==> src/rtl/seq_alu_if.sv <==
// Request/result handshake bundle between an operand-issuing controller and seq_alu.
interface seq_alu_if #(
  parameter int unsigned WIDTH = 8
);
  logic             in_valid;
  logic             in_ready;
  logic [WIDTH-1:0] A;
  logic [WIDTH-1:0] B;
  logic [3:0]       ALU_Sel;
  logic             out_valid;
  logic             out_ready;
  logic [WIDTH-1:0] ALU_Out;
  logic             CarryOut;
  logic             Zero;
  logic             Overflow;
  logic             busy;

  modport master (
    output in_valid, A, B, ALU_Sel, out_ready,
    input  in_ready, out_valid, ALU_Out, CarryOut, Zero, Overflow, busy
  );

  modport slave (
    input  in_valid, A, B, ALU_Sel, out_ready,
    output in_ready, out_valid, ALU_Out, CarryOut, Zero, Overflow, busy
  );
endinterface

==> src/rtl/seq_alu.sv <==
// Handshaked sequential ALU: single-cycle ops, persistent carry for ADC,
// iterative shift-add multiply, single-entry result register with flags.
module seq_alu #(
  parameter int unsigned WIDTH = 8
) (
  input  logic      clk,
  input  logic      rst,
  seq_alu_if.slave  bus
);

  localparam int unsigned CNT_W = $clog2(WIDTH);

  localparam logic [0:0] S_IDLE = 1'b0;
  localparam logic [0:0] S_MUL  = 1'b1;

  localparam logic [3:0] OP_ADD  = 4'd0;
  localparam logic [3:0] OP_SUB  = 4'd1;
  localparam logic [3:0] OP_AND  = 4'd2;
  localparam logic [3:0] OP_OR   = 4'd3;
  localparam logic [3:0] OP_XOR  = 4'd4;
  localparam logic [3:0] OP_NOT  = 4'd5;
  localparam logic [3:0] OP_SHL  = 4'd6;
  localparam logic [3:0] OP_SHR  = 4'd7;
  localparam logic [3:0] OP_ROL  = 4'd8;
  localparam logic [3:0] OP_ROR  = 4'd9;
  localparam logic [3:0] OP_SLT  = 4'd10;
  localparam logic [3:0] OP_SLTU = 4'd11;
  localparam logic [3:0] OP_MUL  = 4'd12;
  localparam logic [3:0] OP_ADC  = 4'd13;
  localparam logic [3:0] OP_PASS = 4'd14;
  localparam logic [3:0] OP_RSV  = 4'd15;

  logic [0:0]       state;
  logic [0:0]       state_nxt;

  logic [WIDTH-1:0] out_q;
  logic             carry_q;
  logic             zero_q;
  logic             ovf_q;
  logic             valid_q;
  logic             cflag;

  logic [WIDTH-1:0] mcand;
  logic [WIDTH-1:0] mplr;
  logic [WIDTH-1:0] p_hi;
  logic [CNT_W-1:0] cnt;

  logic [WIDTH-1:0] a;
  logic [WIDTH-1:0] b;
  logic [WIDTH:0]   add_w;
  logic [WIDTH:0]   sub_w;
  logic [WIDTH:0]   adc_w;

  logic [WIDTH-1:0] alu_out_c;
  logic             alu_carry_c;
  logic             alu_ovf_c;
  logic             alu_cupd_c;

  logic [WIDTH:0]   mul_sum_c;
  logic [WIDTH-1:0] mul_hi_c;
  logic [WIDTH-1:0] mul_lo_c;

  logic             in_ready_c;
  logic             mul_start_c;
  logic             cap_c;
  logic [WIDTH-1:0] cap_out_c;
  logic             cap_carry_c;
  logic             cap_zero_c;
  logic             cap_ovf_c;
  logic             cap_cupd_c;

  assign a     = bus.A;
  assign b     = bus.B;
  assign add_w = {1'b0, a} + {1'b0, b};
  assign sub_w = {1'b0, a} - {1'b0, b};
  assign adc_w = {1'b0, a} + {1'b0, b} + (WIDTH+1)'(cflag);

  // Single-cycle operation results
  always_comb begin
    alu_out_c   = '0;
    alu_carry_c = 1'b0;
    alu_ovf_c   = 1'b0;
    alu_cupd_c  = 1'b0;
    case (bus.ALU_Sel)
      OP_ADD: begin
        alu_out_c   = add_w[WIDTH-1:0];
        alu_carry_c = add_w[WIDTH];
        alu_ovf_c   = (a[WIDTH-1] == b[WIDTH-1]) && (add_w[WIDTH-1] != a[WIDTH-1]);
        alu_cupd_c  = 1'b1;
      end
      OP_SUB: begin
        alu_out_c   = sub_w[WIDTH-1:0];
        alu_carry_c = sub_w[WIDTH];
        alu_ovf_c   = (a[WIDTH-1] != b[WIDTH-1]) && (sub_w[WIDTH-1] != a[WIDTH-1]);
        alu_cupd_c  = 1'b1;
      end
      OP_AND:  alu_out_c = a & b;
      OP_OR:   alu_out_c = a | b;
      OP_XOR:  alu_out_c = a ^ b;
      OP_NOT:  alu_out_c = ~a;
      OP_SHL: begin
        alu_out_c   = {a[WIDTH-2:0], 1'b0};
        alu_carry_c = a[WIDTH-1];
        alu_cupd_c  = 1'b1;
      end
      OP_SHR: begin
        alu_out_c   = {1'b0, a[WIDTH-1:1]};
        alu_carry_c = a[0];
        alu_cupd_c  = 1'b1;
      end
      OP_ROL:  alu_out_c = {a[WIDTH-2:0], a[WIDTH-1]};
      OP_ROR:  alu_out_c = {a[0], a[WIDTH-1:1]};
      OP_SLT:  alu_out_c = WIDTH'($signed(a) < $signed(b));
      OP_SLTU: alu_out_c = WIDTH'(a < b);
      OP_ADC: begin
        alu_out_c   = adc_w[WIDTH-1:0];
        alu_carry_c = adc_w[WIDTH];
        alu_ovf_c   = (a[WIDTH-1] == b[WIDTH-1]) && (adc_w[WIDTH-1] != a[WIDTH-1]);
        alu_cupd_c  = 1'b1;
      end
      OP_PASS: alu_out_c = b;
      default: ;
    endcase
  end

  // One shift-add step; on the last step this is also the final product
  assign mul_sum_c = {1'b0, p_hi} + ({1'b0, mcand} & {(WIDTH+1){mplr[0]}});
  assign mul_hi_c  = mul_sum_c[WIDTH:1];
  assign mul_lo_c  = {mul_sum_c[0], mplr[WIDTH-1:1]};

  assign in_ready_c = !rst && (state == S_IDLE) && (!valid_q || bus.out_ready);

  // Next-state and capture control
  always_comb begin
    state_nxt   = state;
    mul_start_c = 1'b0;
    cap_c       = 1'b0;
    cap_out_c   = '0;
    cap_carry_c = 1'b0;
    cap_zero_c  = 1'b0;
    cap_ovf_c   = 1'b0;
    cap_cupd_c  = 1'b0;
    case (state)
      S_IDLE: begin
        if (bus.in_valid && in_ready_c) begin
          if (bus.ALU_Sel == OP_MUL) begin
            state_nxt   = S_MUL;
            mul_start_c = 1'b1;
          end else begin
            cap_c       = 1'b1;
            cap_out_c   = alu_out_c;
            cap_carry_c = alu_carry_c;
            cap_ovf_c   = alu_ovf_c;
            cap_zero_c  = (bus.ALU_Sel != OP_RSV) && (alu_out_c == '0);
            cap_cupd_c  = alu_cupd_c;
          end
        end
      end
      S_MUL: begin
        if (cnt == CNT_W'(WIDTH-1)) begin
          state_nxt   = S_IDLE;
          cap_c       = 1'b1;
          cap_out_c   = mul_lo_c;
          cap_carry_c = |mul_hi_c;
          cap_zero_c  = (mul_lo_c == '0);
          cap_cupd_c  = 1'b1;
        end
      end
      default: state_nxt = S_IDLE;
    endcase
  end

  always_ff @(posedge clk or posedge rst) begin
    if (rst) state <= S_IDLE;
    else     state <= state_nxt;
  end

  // Result register: capture wins over a simultaneous drain
  always_ff @(posedge clk or posedge rst) begin
    if (rst) begin
      out_q   <= '0;
      carry_q <= 1'b0;
      zero_q  <= 1'b0;
      ovf_q   <= 1'b0;
      valid_q <= 1'b0;
      cflag   <= 1'b0;
    end else begin
      if (cap_c) begin
        out_q   <= cap_out_c;
        carry_q <= cap_carry_c;
        zero_q  <= cap_zero_c;
        ovf_q   <= cap_ovf_c;
        valid_q <= 1'b1;
        if (cap_cupd_c) cflag <= cap_carry_c;
      end else if (valid_q && bus.out_ready) begin
        valid_q <= 1'b0;
      end
    end
  end

  always_ff @(posedge clk or posedge rst) begin
    if (rst) begin
      mcand <= '0;
      mplr  <= '0;
      p_hi  <= '0;
      cnt   <= '0;
    end else if (mul_start_c) begin
      mcand <= a;
      mplr  <= b;
      p_hi  <= '0;
      cnt   <= '0;
    end else if (state == S_MUL) begin
      p_hi  <= mul_hi_c;
      mplr  <= mul_lo_c;
      cnt   <= cnt + CNT_W'(1);
    end
  end

  assign bus.in_ready  = in_ready_c;
  assign bus.busy      = (state == S_MUL);
  assign bus.out_valid = valid_q;
  assign bus.ALU_Out   = out_q;
  assign bus.CarryOut  = carry_q;
  assign bus.Zero      = zero_q;
  assign bus.Overflow  = ovf_q;

endmodule

==> src/flat_wrapper.sv <==
// flat-port wrapper written by rule: the top's interface ports become plain ports
module seq_alu_flat 
#(
  parameter int unsigned WIDTH = 8
)
  (clk, rst, bus_in_valid, bus_A, bus_B, bus_ALU_Sel, bus_out_ready, bus_in_ready, bus_out_valid, bus_ALU_Out, bus_CarryOut, bus_Zero, bus_Overflow, bus_busy);
  seq_alu_if #(.WIDTH(WIDTH)) bus_i ();
  input  logic clk;
  input  logic rst;
  input wire logic [$bits(bus_i.in_valid)-1:0] bus_in_valid;
  input wire logic [$bits(bus_i.A)-1:0] bus_A;
  input wire logic [$bits(bus_i.B)-1:0] bus_B;
  input wire logic [$bits(bus_i.ALU_Sel)-1:0] bus_ALU_Sel;
  input wire logic [$bits(bus_i.out_ready)-1:0] bus_out_ready;
  output wire logic [$bits(bus_i.in_ready)-1:0] bus_in_ready;
  output wire logic [$bits(bus_i.out_valid)-1:0] bus_out_valid;
  output wire logic [$bits(bus_i.ALU_Out)-1:0] bus_ALU_Out;
  output wire logic [$bits(bus_i.CarryOut)-1:0] bus_CarryOut;
  output wire logic [$bits(bus_i.Zero)-1:0] bus_Zero;
  output wire logic [$bits(bus_i.Overflow)-1:0] bus_Overflow;
  output wire logic [$bits(bus_i.busy)-1:0] bus_busy;
  assign bus_i.in_valid = bus_in_valid;
  assign bus_i.A = bus_A;
  assign bus_i.B = bus_B;
  assign bus_i.ALU_Sel = bus_ALU_Sel;
  assign bus_i.out_ready = bus_out_ready;
  assign bus_in_ready = bus_i.in_ready;
  assign bus_out_valid = bus_i.out_valid;
  assign bus_ALU_Out = bus_i.ALU_Out;
  assign bus_CarryOut = bus_i.CarryOut;
  assign bus_Zero = bus_i.Zero;
  assign bus_Overflow = bus_i.Overflow;
  assign bus_busy = bus_i.busy;
  seq_alu #(.WIDTH(WIDTH)) u_core (.clk(clk), .rst(rst), .bus(bus_i));
endmodule
==> config.mk <==
export PLATFORM = sky130hd
export DESIGN_NAME = seq_alu_flat
export DESIGN_NICKNAME = d
export VERILOG_FILES = /design/src/rtl/seq_alu_if.sv /design/src/rtl/seq_alu.sv /design/src/flat_wrapper.sv
export SDC_FILE = /design/constraint.sdc
export NUM_CORES = 1
export LEC_CHECK = 0
export ABC_AREA = 1
export CORE_UTILIZATION = 29
export DETAILED_ROUTE_END_ITERATION = 7
export HOLD_SLACK_MARGIN = 0.02
export SLEW_MARGIN = 10
export SYNTH_ARGS = -nofsm -noshare
export SYNTH_HDL_FRONTEND = slang
export SYNTH_SLANG_ARGS = --single-unit
==> constraint.sdc <==
create_clock -name clk -period 2.2 [get_ports clk]
set_input_delay 0.44 -clock clk [delete_from_list [all_inputs] [get_ports clk]]
set_output_delay 0.44 -clock clk [all_outputs]
set_load 0.01 [all_outputs]
* After elaboration in Yosys (flattened, before gate mapping)
Cells that the tools add are included.
Word-level totals: register bits 41, input port bits 24, logic and storage cells 103
Operators by class: add/subtract/negate cells 5, $lt $le $gt $ge 2, equal/unequal tests 21, multiplexer cells 39, bitwise gates (word level) 6, reduce and logical (&&, ||, !) cells 19
Operators by type and width (count):
- $pmux W8 S14 | 1
- $mux W8 | 7
- $eq A4 B4 Y1 const B | 7
- $mux W1 | 21
- $eq A4 B3 Y1 const B | 4
- $logic_not A8 Y1 | 2
- $lt A8 B8 Y1 | 2
- $pmux W8 S2 | 1
- $pmux W1 S2 | 5
- $add A8 B8 Y9 | 1
- $add A8 B9 Y9 | 1
- $add A9 B1 Y9 | 1
- $and A8 B9 Y9 | 1
- $sub A8 B8 Y9 | 1
- $and A8 B8 Y8 | 1
- $eq A4 B2 Y1 const B | 2
- $logic_and A1 B1 Y1 | 8
- $not A8 Y8 | 1
- $or A8 B8 Y8 | 1
- $reduce_or A8 Y1 | 1
- $xor A8 B8 Y8 | 1
- $mux W3 | 2
- $pmux W1 S5 | 1
- $reduce_or A5 Y1 | 1
- other kinds (13) | 18

* Logic depth before layout (Yosys ltp)
Gate-level depths: netlist of run 1.
depth after elaboration 8, gate-level depth with buffers 19

* Worst setup path before layout of run 1
OpenSTA, ideal clock, no wires.
kind input to register, start input port bus_B[0], end register u_core.carry_q (netlist: u_core.bus.CarryOut), library setup time 0.132 ns, arrival time 2.282 ns, slack -0.214 ns, cell stages on the path 15, path buffers 0, cell sequence ha_1 fa_1 ha_1 inv_1 nor2_4 nand2_4 nor2_8 nand2_4 nor2_4 nand2_1 or2_0 nand3_1 nand2_1 nand2_1 nand3_1
On the way: word-level cells in the longest chain between the ends 6, elaborated cells between the ends (all ways) 7, those cells by class add/sub: 3; mux: 4
RTL lines:
- from (decl) | RTL line flat_wrapper.sv:12 | input wire logic [$bits(bus_i.B)-1:0] bus_B;
- $add A8 B8 Y9 | RTL line seq_alu.sv:74, seq_alu.sv:76
- $add A9 B1 Y9 | RTL line seq_alu.sv:76 | assign adc_w = {1'b0, a} + {1'b0, b} + (WIDTH+1)'(cflag);
- $pmux W1 S5 (*) | RTL line seq_alu.sv:84 | case (bus.ALU_Sel)
- $mux W1 (*) | RTL line seq_alu.sv:146 | if (bus.ALU_Sel == OP_MUL) begin
- $mux W1 (*) | RTL line seq_alu.sv:145 | if (bus.in_valid && in_ready_c) begin
- $pmux W1 S2 (*) | RTL line seq_alu.sv:143 | case (state)
- to (signal assigned) | RTL line seq_alu.sv:190 | carry_q <= cap_carry_c;
- to (decl) | RTL line seq_alu.sv:37 | logic carry_q;
Every way passes the cells marked *; elsewhere a longest branch is shown, timed or not. A chain may end at the register's enable or synchronous reset.

* Worst setup path in the final report of run 1
start input port bus_A[0], end register u_core.cflag
On the way: word-level cells in the longest chain between the ends 6, elaborated cells between the ends (all ways) 7, those cells by class add/sub: 3; mux: 4
RTL lines:
- from (decl) | RTL line flat_wrapper.sv:11 | input wire logic [$bits(bus_i.A)-1:0] bus_A;
- $add A8 B8 Y9 | RTL line seq_alu.sv:74, seq_alu.sv:76
- $add A9 B1 Y9 | RTL line seq_alu.sv:76
- $pmux W1 S5 (*) | RTL line seq_alu.sv:84
- $mux W1 (*) | RTL line seq_alu.sv:146
- $mux W1 (*) | RTL line seq_alu.sv:145
- $pmux W1 S2 (*) | RTL line seq_alu.sv:143
- to (signal assigned) | RTL line seq_alu.sv:194 | if (cap_cupd_c) cflag <= cap_carry_c;
- to (decl) | RTL line seq_alu.sv:41 | logic cflag;
Marks and branches as above.

==> flow_results.org, run 1 <==
** GRT
- Grt ovf :: 0
- In the global route stage, overall resource usage came out at 0.205.
- Entering global routing, the biggest net connects 42 pins.
- First-pass GRT wire length :: 23.1 mm
- The via count of the first global-routing pass is 4690.
- Antenna violations before repair :: 1

** Placement
- Global placement routability congestion :: 0.924
- Before CTS, the worst setup slack after placement is -785 ps.
- Cell area reported after detailed placement :: 5530 um2
- Number of buffers inserted by port buffering :: 37
- Total half-perimeter wirelength after legalization and detailed placement :: 11.1 mm

** Clocking
- Clock Sink Count :: 41
- In this run the clock root is driven by a sky130_fd_sc_hd__clkbuf_16.
- Worst-Skew Late Latency :: 280 ps
- Worst-case clock buffer depth :: 2
- After clock tree synthesis, the flow added hold-fix buffers numbering 0.
- TritonCTS clock tree :: built
- The clock tree synthesis step divided the H-tree into 2 levels.
- Clock-pin slew was measured on the worst setup and hold paths at 60 ps.
- In this run, CTS created clock tree buffers numbering 5.

** Setup path
- The setup path with the least slack is of type input port to flip-flop.
- Along the worst path, the maximum fanout reaches 2.
- Data on the critical path arrives at its endpoint at 2450 ps.
- Worst path required time :: 2360 ps
- STA classifies the critical path endpoint as a flip-flop.
- STA classifies the critical path startpoint as an input port.

** Timing
- Least setup slack across all paths after layout :: -90.0 ps
- Setup violations remaining at the end of the flow were counted as 2.
- Final hold violations :: 0
- For this run, the top clock speed supported by timing is 0.437 GHz.
- Fin Clk Skew :: 5.32 ps
- Max-Slew Margin vs Limit :: 0.655
- The number of slew-limit violations in the final report was 0.
- In the finished design, the share of the clock period the worst path needs comes to 1.04.
- Least-Margin Pin Slew :: 518 ps
- Unrepaired setup endpoints after global routing :: yes
- Counting I/O delays and the setup requirement, the final critical path takes 2290 ps.

** Routing
- For this block, the routed nets add up to 14.5 mm of wire.
- Routed via count divided by cell count :: 4.87
- Detailed router's first-iteration violation count :: 291
- Number of vias in the routed layout :: 4716
- After detailed routing, the number of remaining DRC violations is 0.
- The first TritonRoute pass finished after 4 iterations.
- In this run the remaining antenna-violating nets after routing total 0.
- Dividing the detail-routed wire length by the instance count gives 15.0 um.

** Pwr
- The share of total power dissipated in sequential elements is 0.283.
- Combinational fraction of design power :: 0.519
- Cell-internal power :: 2.68 mW
- Total leakage power :: 3.19 nW
- Share of total power consumed by net switching :: 0.384
- The share of total power dissipated in the clock network is 0.198.
- The worst-case IR drop observed on VDD is 0.398 mV.
- Switch Pwr :: 1.67 mW
- Final total power :: 4.35 mW
- Ratio of total power to cell area :: 685 nW/um2

** Die
- The initial utilization of the core area, before any placement, comes to 0.300.
- Height of the die :: 120 um
- Core region area :: 13400 um2
- The die is 120 um wide.
- Number of I/O pins :: 38
- The die covers 14300 um2.
- FP Rows :: 42

** Finish
- The filler cells instantiated in the layout total 1320.
- The final layout contains 855 nets.
- Layout Cell Area excl Fill :: 6350 um2
- Share of cells above drive strength 1 :: 0.401
- The repair_antennas step left the layout with diodes totalling 0.
- Relative to the synthesized area, the layout overhead comes to 58.0%.
- In the layout the commonest cells are sky130_fd_sc_hd__nand2_1 (158), sky130_fd_sc_hd__buf_4 (149), sky130_fd_sc_hd__inv_1 (59), sky130_fd_sc_hd__dfrtp_1 (41), sky130_fd_sc_hd__nor2_1 (39).
- Most common cell after layout, fill and taps aside :: sky130_fd_sc_hd__nand2_1
- Area taken by multi-input logic gates :: 3070 um2
- Registers take 1030 um2.

** Synth
- Count of state elements after synthesis :: 41
- Share of synthesized flip-flops with an asynchronous set or reset :: 1.00
- Post-synth EDFFs :: 0
- Counting every net in the synthesized netlist gives 671.
- In this run the cell area of the synthesized design comes to 4020 um2.
- For this run, the number of Yosys warnings is 0.
- Post-Synthesis Cells :: 608
- Synthesized area per cell :: 6.61 um2
- Among all flip-flop cells after synthesis, the most frequent one is sky130_fd_sc_hd__dfrtp_1.
- Sequential-to-total area share from yosys stat :: 0.255
- The synthesized netlist contains 43 unique library cells.

** Outcome
- Run status :: finished, violations left
- The final reports fail on negative setup slack.

** Flow run
- Max-cap violations in this run came to 0.

** Worst hold path
- The min-delay analysis places its worst path in the category flip-flop to flip-flop.
[synthesized netlist by cell type, types with 3 or more instances]
library cell,number,area share
sky130_fd_sc_hd__nor2_2,4,0.0062
sky130_fd_sc_hd__nand4_1,11,0.017
sky130_fd_sc_hd__nor2_1,57,0.053
sky130_fd_sc_hd__a211oi_1,3,0.0056
sky130_fd_sc_hd__or2_2,5,0.0078
sky130_fd_sc_hd__xor2_1,5,0.011
sky130_fd_sc_hd__dfrtp_1,41,0.26
sky130_fd_sc_hd__fa_1,3,0.015
sky130_fd_sc_hd__nand2_2,8,0.012
sky130_fd_sc_hd__nand2_4,3,0.0084
sky130_fd_sc_hd__o22ai_1,3,0.0047
sky130_fd_sc_hd__o21ai_0,35,0.044
sky130_fd_sc_hd__a21oi_1,21,0.026
sky130_fd_sc_hd__inv_1,78,0.073
sky130_fd_sc_hd__nand3_1,42,0.052
sky130_fd_sc_hd__a22o_1,3,0.0065
sky130_fd_sc_hd__o221ai_1,5,0.011
sky130_fd_sc_hd__inv_2,5,0.0047
sky130_fd_sc_hd__o211ai_1,8,0.015
sky130_fd_sc_hd__buf_2,6,0.0075
sky130_fd_sc_hd__nand3_2,3,0.0075
sky130_fd_sc_hd__nor3_1,6,0.0075
sky130_fd_sc_hd__clkbuf_1,6,0.0056
sky130_fd_sc_hd__nand2_1,185,0.17
sky130_fd_sc_hd__ha_1,36,0.11
sky130_fd_sc_hd__a22oi_1,3,0.0056
[per-stage QoR]
step	instances	util	hold slack (ps)	TNS, ps
2_1_floorplan	608	-	453	-241
3_3_place_gp	937	0.412	470	-9190
3_5_place_dp	937	0.412	478	-9640
4_1_cts	955	0.443	496	-368
5_1_grt	969	0.474	506	-821
6_report	969	0.474	492	-180
[critical path, cell delays in order]
cell,delay (ps)
sky130_fd_sc_hd__buf_8,100
sky130_fd_sc_hd__ha_4,160
sky130_fd_sc_hd__fa_1,510
sky130_fd_sc_hd__ha_2,190
sky130_fd_sc_hd__inv_2,50
sky130_fd_sc_hd__nor2_4,100
sky130_fd_sc_hd__nand2_4,80
sky130_fd_sc_hd__nor2_8,120
sky130_fd_sc_hd__nand2_4,60
sky130_fd_sc_hd__nor2_4,110
sky130_fd_sc_hd__nand2_2,60
sky130_fd_sc_hd__or2_1,220
sky130_fd_sc_hd__nand3_1,70
sky130_fd_sc_hd__nand2_1,60
sky130_fd_sc_hd__nand2_2,70
sky130_fd_sc_hd__nand3_1,70
[registers in the layout, summed over array words and instances, names as in the netlist]
signal / count
u_core.bus.ALU_Out: 8
u_core.bus.CarryOut: 1
u_core.bus.Overflow: 1
u_core.bus.Zero: 1
u_core.bus.busy: 1
u_core.bus.out_valid: 1
u_core.cflag: 1
u_core.cnt: 3
u_core.mcand: 8
u_core.mplr: 8
u_core.p_hi: 8
[area by class of cell]
cell class              instances  area share
clock buffers                   7      0.0224
inverters                      84      0.0518
flip-flops and latches         41       0.161
clock inverters                 1     0.00473
repair buffers                191       0.242
well taps                     176      0.0347
multi-input cells             469       0.482
[layer usage]
metal,GRT usage,part of all wire,wire length [um],up-vias
li1,-,-,-,2347
met1,0.251,0.43,6260,2188
met2,0.353,0.49,7090,130
met3,0.0252,0.037,543,49
met4,0.106,0.044,644,2
met5,0,0.00076,11,-
[worst paths after layout]
kind	startpoint	end	slack, ps	cells past startpoint
worst min register to register	u_core.mcand[3]	u_core.mcand[3]	490	2
min in group asynchronous	rst	u_core.bus.ALU_Out[4]	630	3
worst max-delay path	bus_A[0]	u_core.cflag	-90	16
worst max register to register	u_core.mplr[0]	u_core.cflag	-80	13
worst min-delay path	u_core.mcand[3]	u_core.mcand[3]	490	2
max in group asynchronous	rst	u_core.p_hi[2]	1200	3
[what timing repair did]
| item | 4_1_cts | 5_1_grt |
|---|---|---|
| setup buffers | 10 | 14 |
| pin swaps | 37 | 58 |
| setup endpoints to repair | 13 | 14 |
| resized for setup | 81 | 104 |
[kinds of logic (layout without fill, tap and decap cells)]
group / after synthesis / count (layout) / share of synthesized area
compound gates: 92 / 92 / 0.142
buf+inv: 98 / 283 / 0.0983
flops: 41 / 41 / 0.255
fa+ha+maj: 39 / 39 / 0.127
simple gates: 331 / 331 / 0.362
xor+xnor: 7 / 7 / 0.0152
[power by group through the flow]
stage | sequential, mW | combinational (mW) | clock (mW)
5_1_grt | 1.27 | 2.48 | 0.903
4_1_cts | 1.23 | 2.08 | 0.872
2_1_floorplan | 1.22 | 1.06 | 0
6_report | 1.23 | 2.26 | 0.860
3_5_place_dp | 1.23 | 1.99 | 0
3_3_place_gp | 1.23 | 1.97 | 0
(Power assumes the default switching activity.)
==> inputs of run 2 (changes only) <==
- CORE_MARGIN: unset -> 1.5
- CORE_UTILIZATION: 29 -> 30
==> run 2 against run 1 <==
The run still ends with negative setup slack left. Power fell by 4.5%. Count of clock-buffer cells in the layout fell by 1. Sequential power barely moved. Die area fell by 1.6%. Via count rose by 1.8%. Critical path type is now flip-flop to flip-flop. Largest power group unchanged.
==> flow_results.org, run 2 (synthesis results as in run 1) <==
** Setup path
- Worst path buffer plus inverter count :: 3 (+1)
- The critical path goes through buf_4 -> nand2_2 -> inv_2 -> buf_4 -> ha_1 -> nand3_1 -> nand2_2 -> a21oi_1 -> o21ai_1 -> xor2_1 -> nand4_1 -> o21ai_2 -> nand3_1.
- Data arrival at the endpoint of the critical path :: 2600 ps (+150 ps)
- Worst path required time :: 2360 ps (about the same)
- STA classifies the critical path endpoint as a flip-flop.
- Category of the critical setup timing path :: flip-flop to flip-flop
- In this design, the largest share of critical-path delay is due to simple AND/OR/NAND/NOR gates.
- Top fanout value on the critical path :: 5 (+3)
- Crit path launch type :: flip-flop
- Slowest library cell on the worst path :: sky130_fd_sc_hd__dfrtp_1
- Maximum cell stage delay along the critical path :: 380 ps (-130 ps)

** Pwr
- Total leakage power :: 3.11 nW (-2.8%)
- Switch Pwr :: 1.69 mW (+1.3%)
- The internal power consumption came to 2.47 mW (-8.0%).
- The switching portion of total power came to 0.407 (+0.0230).
- The largest vdd supply drop was 0.286 mV (-28%).
- Clock share of power :: 0.169 (-0.029)
- The sequential share of power is 0.297 (+0.014).
- Ratio of total power to cell area :: 673 nW/um2 (-1.8%)
- The combinational share of power came to 0.534 (+0.015).

** Clocking
- Worst-case clock buffer depth :: 2 (unchanged)
- Hold-fix buffer count after cts :: 0 (unchanged)
- Inserted Clock Buffers :: 5 (unchanged)
- Worst-Skew Late Latency :: 280 ps (about the same)
- TritonCTS clock tree :: built
- The clock edge transition at the registers on the reported setup and hold paths is 60 ps (about the same).
- CTS H-Tree Depth :: 2 (unchanged)
- Clock Sink Count :: 41 (unchanged)
- Clock tree synthesis selected as its root buffer the cell sky130_fd_sc_hd__clkbuf_16.

** Outcome
- The checks that failed: negative setup slack.
- The flow ran to the end, but the final reports show violations.

** Routing
- The post-detailed-route via-to-cell ratio came to 5.06 (+3.9%).
- The total length of routed wires came to 14.8 mm (+1.8%).
- DRC :: 0 (unchanged)
- WL per Instance :: 15.6 um (+4.0%)
- Detailed router's first-iteration violation count :: 297 (+2.1%)
- The vias after detailed routing is 4799 (+1.8%).
- Detailed-routing iteration count for the pre-antenna-repair pass :: 7 (+3)
- Antenna-violating nets left :: 0 (unchanged)

** Timing
- The fmax came to 0.410 GHz (-6.2%).
- Final-report max-slew violation count :: 0 (unchanged)
- Least-Margin Pin Slew :: 530 ps (+11.9 ps)
- The largest clock skew in the final design is 2.96 ps (-2.36 ps).
- The portion of the clock cycle consumed by the worst path in the final layout was 1.11 (+0.0687).
- Total Neg Setup Slack :: -549 ps (-369 ps)
- The worst-case setup margin in the final layout came to -241 ps (-151 ps).
- Unrepaired setup endpoints after global routing :: yes
- Max-Slew Margin vs Limit :: 0.647 (-0.00794)
- The final hold violation count was 0 (unchanged).
- Setup-violating endpoint count in the final report :: 4 (+2)
- The worst hold slack came to 485 ps (-6.52 ps).
- Minimum clock period :: 2440 ps (+151 ps)

** Die
- The die span in y came to 119 um (-0.82%).
- The starting density of the core came to 0.306 (+0.00600).
- The floorplan core area was 13100 um2 (-2.0%).
- The full die area was 14100 um2 (-1.6%).
- The die extent in x came to 119 um (-0.82%).
- Number of I/O pins :: 38 (unchanged)
- FP Rows :: 42 (unchanged)

** GRT
- The via count of the first global-routing pass is 4843 (+3.3%).
- The total routing resource utilization after global routing was 0.209 (+0.00411).
- The wire length of the first global-routing pass was 23.6 mm (+2.2%).
- The overflow left after global routing came to 0 (unchanged).
- Pin count of the biggest net entering global routing :: 42 (unchanged)
- Antenna violations before repair :: 0 (-1)

** Placement
- Total half-perimeter wirelength after legalization and detailed placement :: 11.5 mm (+3.8%)
- Total placed cells including tap cells :: 927 (-1.1%)
- The final weighted congestion of routability-driven global placement is 0.972 (+5.1%).
- The total of buffers placed on input and output ports came to 37 (unchanged).

** Finish
- The top cell types in the final layout, fill and taps aside, are sky130_fd_sc_hd__nand2_1 (168), sky130_fd_sc_hd__buf_4 (130), sky130_fd_sc_hd__inv_1 (62), sky130_fd_sc_hd__nor2_1 (43), sky130_fd_sc_hd__dfrtp_1 (41).
- The non-filler instance count after layout was 949 (-2.1%).
- Antenna Cells :: 0 (unchanged)
- The share of final-layout standard cells stronger than drive strength 1 was 0.360 (-0.0414).
- Most common cell after layout, fill and taps aside :: sky130_fd_sc_hd__nand2_1
- Layout Nets :: 836 (-2.2%)
- Post-synthesis to final-layout area growth :: 53.7%

** Worst hold path
- Worst hold path type :: flip-flop to flip-flop

** Flow run
- Number of maximum-capacitance violations :: 0 (unchanged)
run 2: cell type report:
type,instances,area [um2]
fill,1310,6960
multi-input combinational,469,3040
timing repair buffer,172,1430
sequential,41,1030
inverter,84,323
tap,176,220
clock buffer,6,129
clock inverter,1,8.76
run 2: worst min-delay path: stages, from the launching register on:
cell                      delay, ps
sky130_fd_sc_hd__dfrtp_1        340
sky130_fd_sc_hd__nand2_1         50
sky130_fd_sc_hd__o21ai_0         50
run 2: path summary, 6_finish.rpt:
path,startpoint,slack [ps],cells after the start,to
setup / recovery,u_core.mplr[0],-240,13,u_core.bus.CarryOut
hold / removal,u_core.mcand[3],480,2,u_core.mcand[3]
setup reg to reg,u_core.mplr[0],-240,13,u_core.bus.CarryOut
hold reg to reg,u_core.mcand[3],480,2,u_core.mcand[3]
max in group asynchronous,rst,1190,3,u_core.p_hi[1]
min in group asynchronous,rst,640,3,u_core.bus.ALU_Out[6]
run 2: what timing repair did:
action                     4_1_cts  5_1_grt
gates cloned                     0        0
buffers inserted                13        6
setup endpoints to repair       12       13
pin swaps                       40       55
resized for setup              106       57
run 2: power groups by stage:
stage / Sequential (mW) / Combinational, mW / Clock, mW
floorplan: 1.22 / 1.06 / 0
global placement: 1.22 / 1.91 / 0
detailed placement: 1.23 / 1.97 / 0
CTS: 1.23 / 2.12 / 0.718
global route: 1.26 / 2.43 / 0.745
finish: 1.23 / 2.22 / 0.702
run 2: layer usage:
layer  vias up  part of all wire  global-route usage
li1       2311                 -                   -
met1      2295              0.41               0.247
met2       138              0.50               0.372
met3        55             0.040              0.0251
met4         0             0.051               0.107
met5         -                 0                   0
run 2: through the flow:
stage                     total power, mW  utilization  area [um2]  worst slack [ps]
after detailed placement             3.21        0.417        5480              -849
after global routing                 4.44        0.470        6180              -354
after global placement               3.13        0.417        5480              -788
final                                4.16        0.470        6180              -241
after floorplan                      2.27            -        4030              -119
after CTS                            4.06        0.453        5950              -167
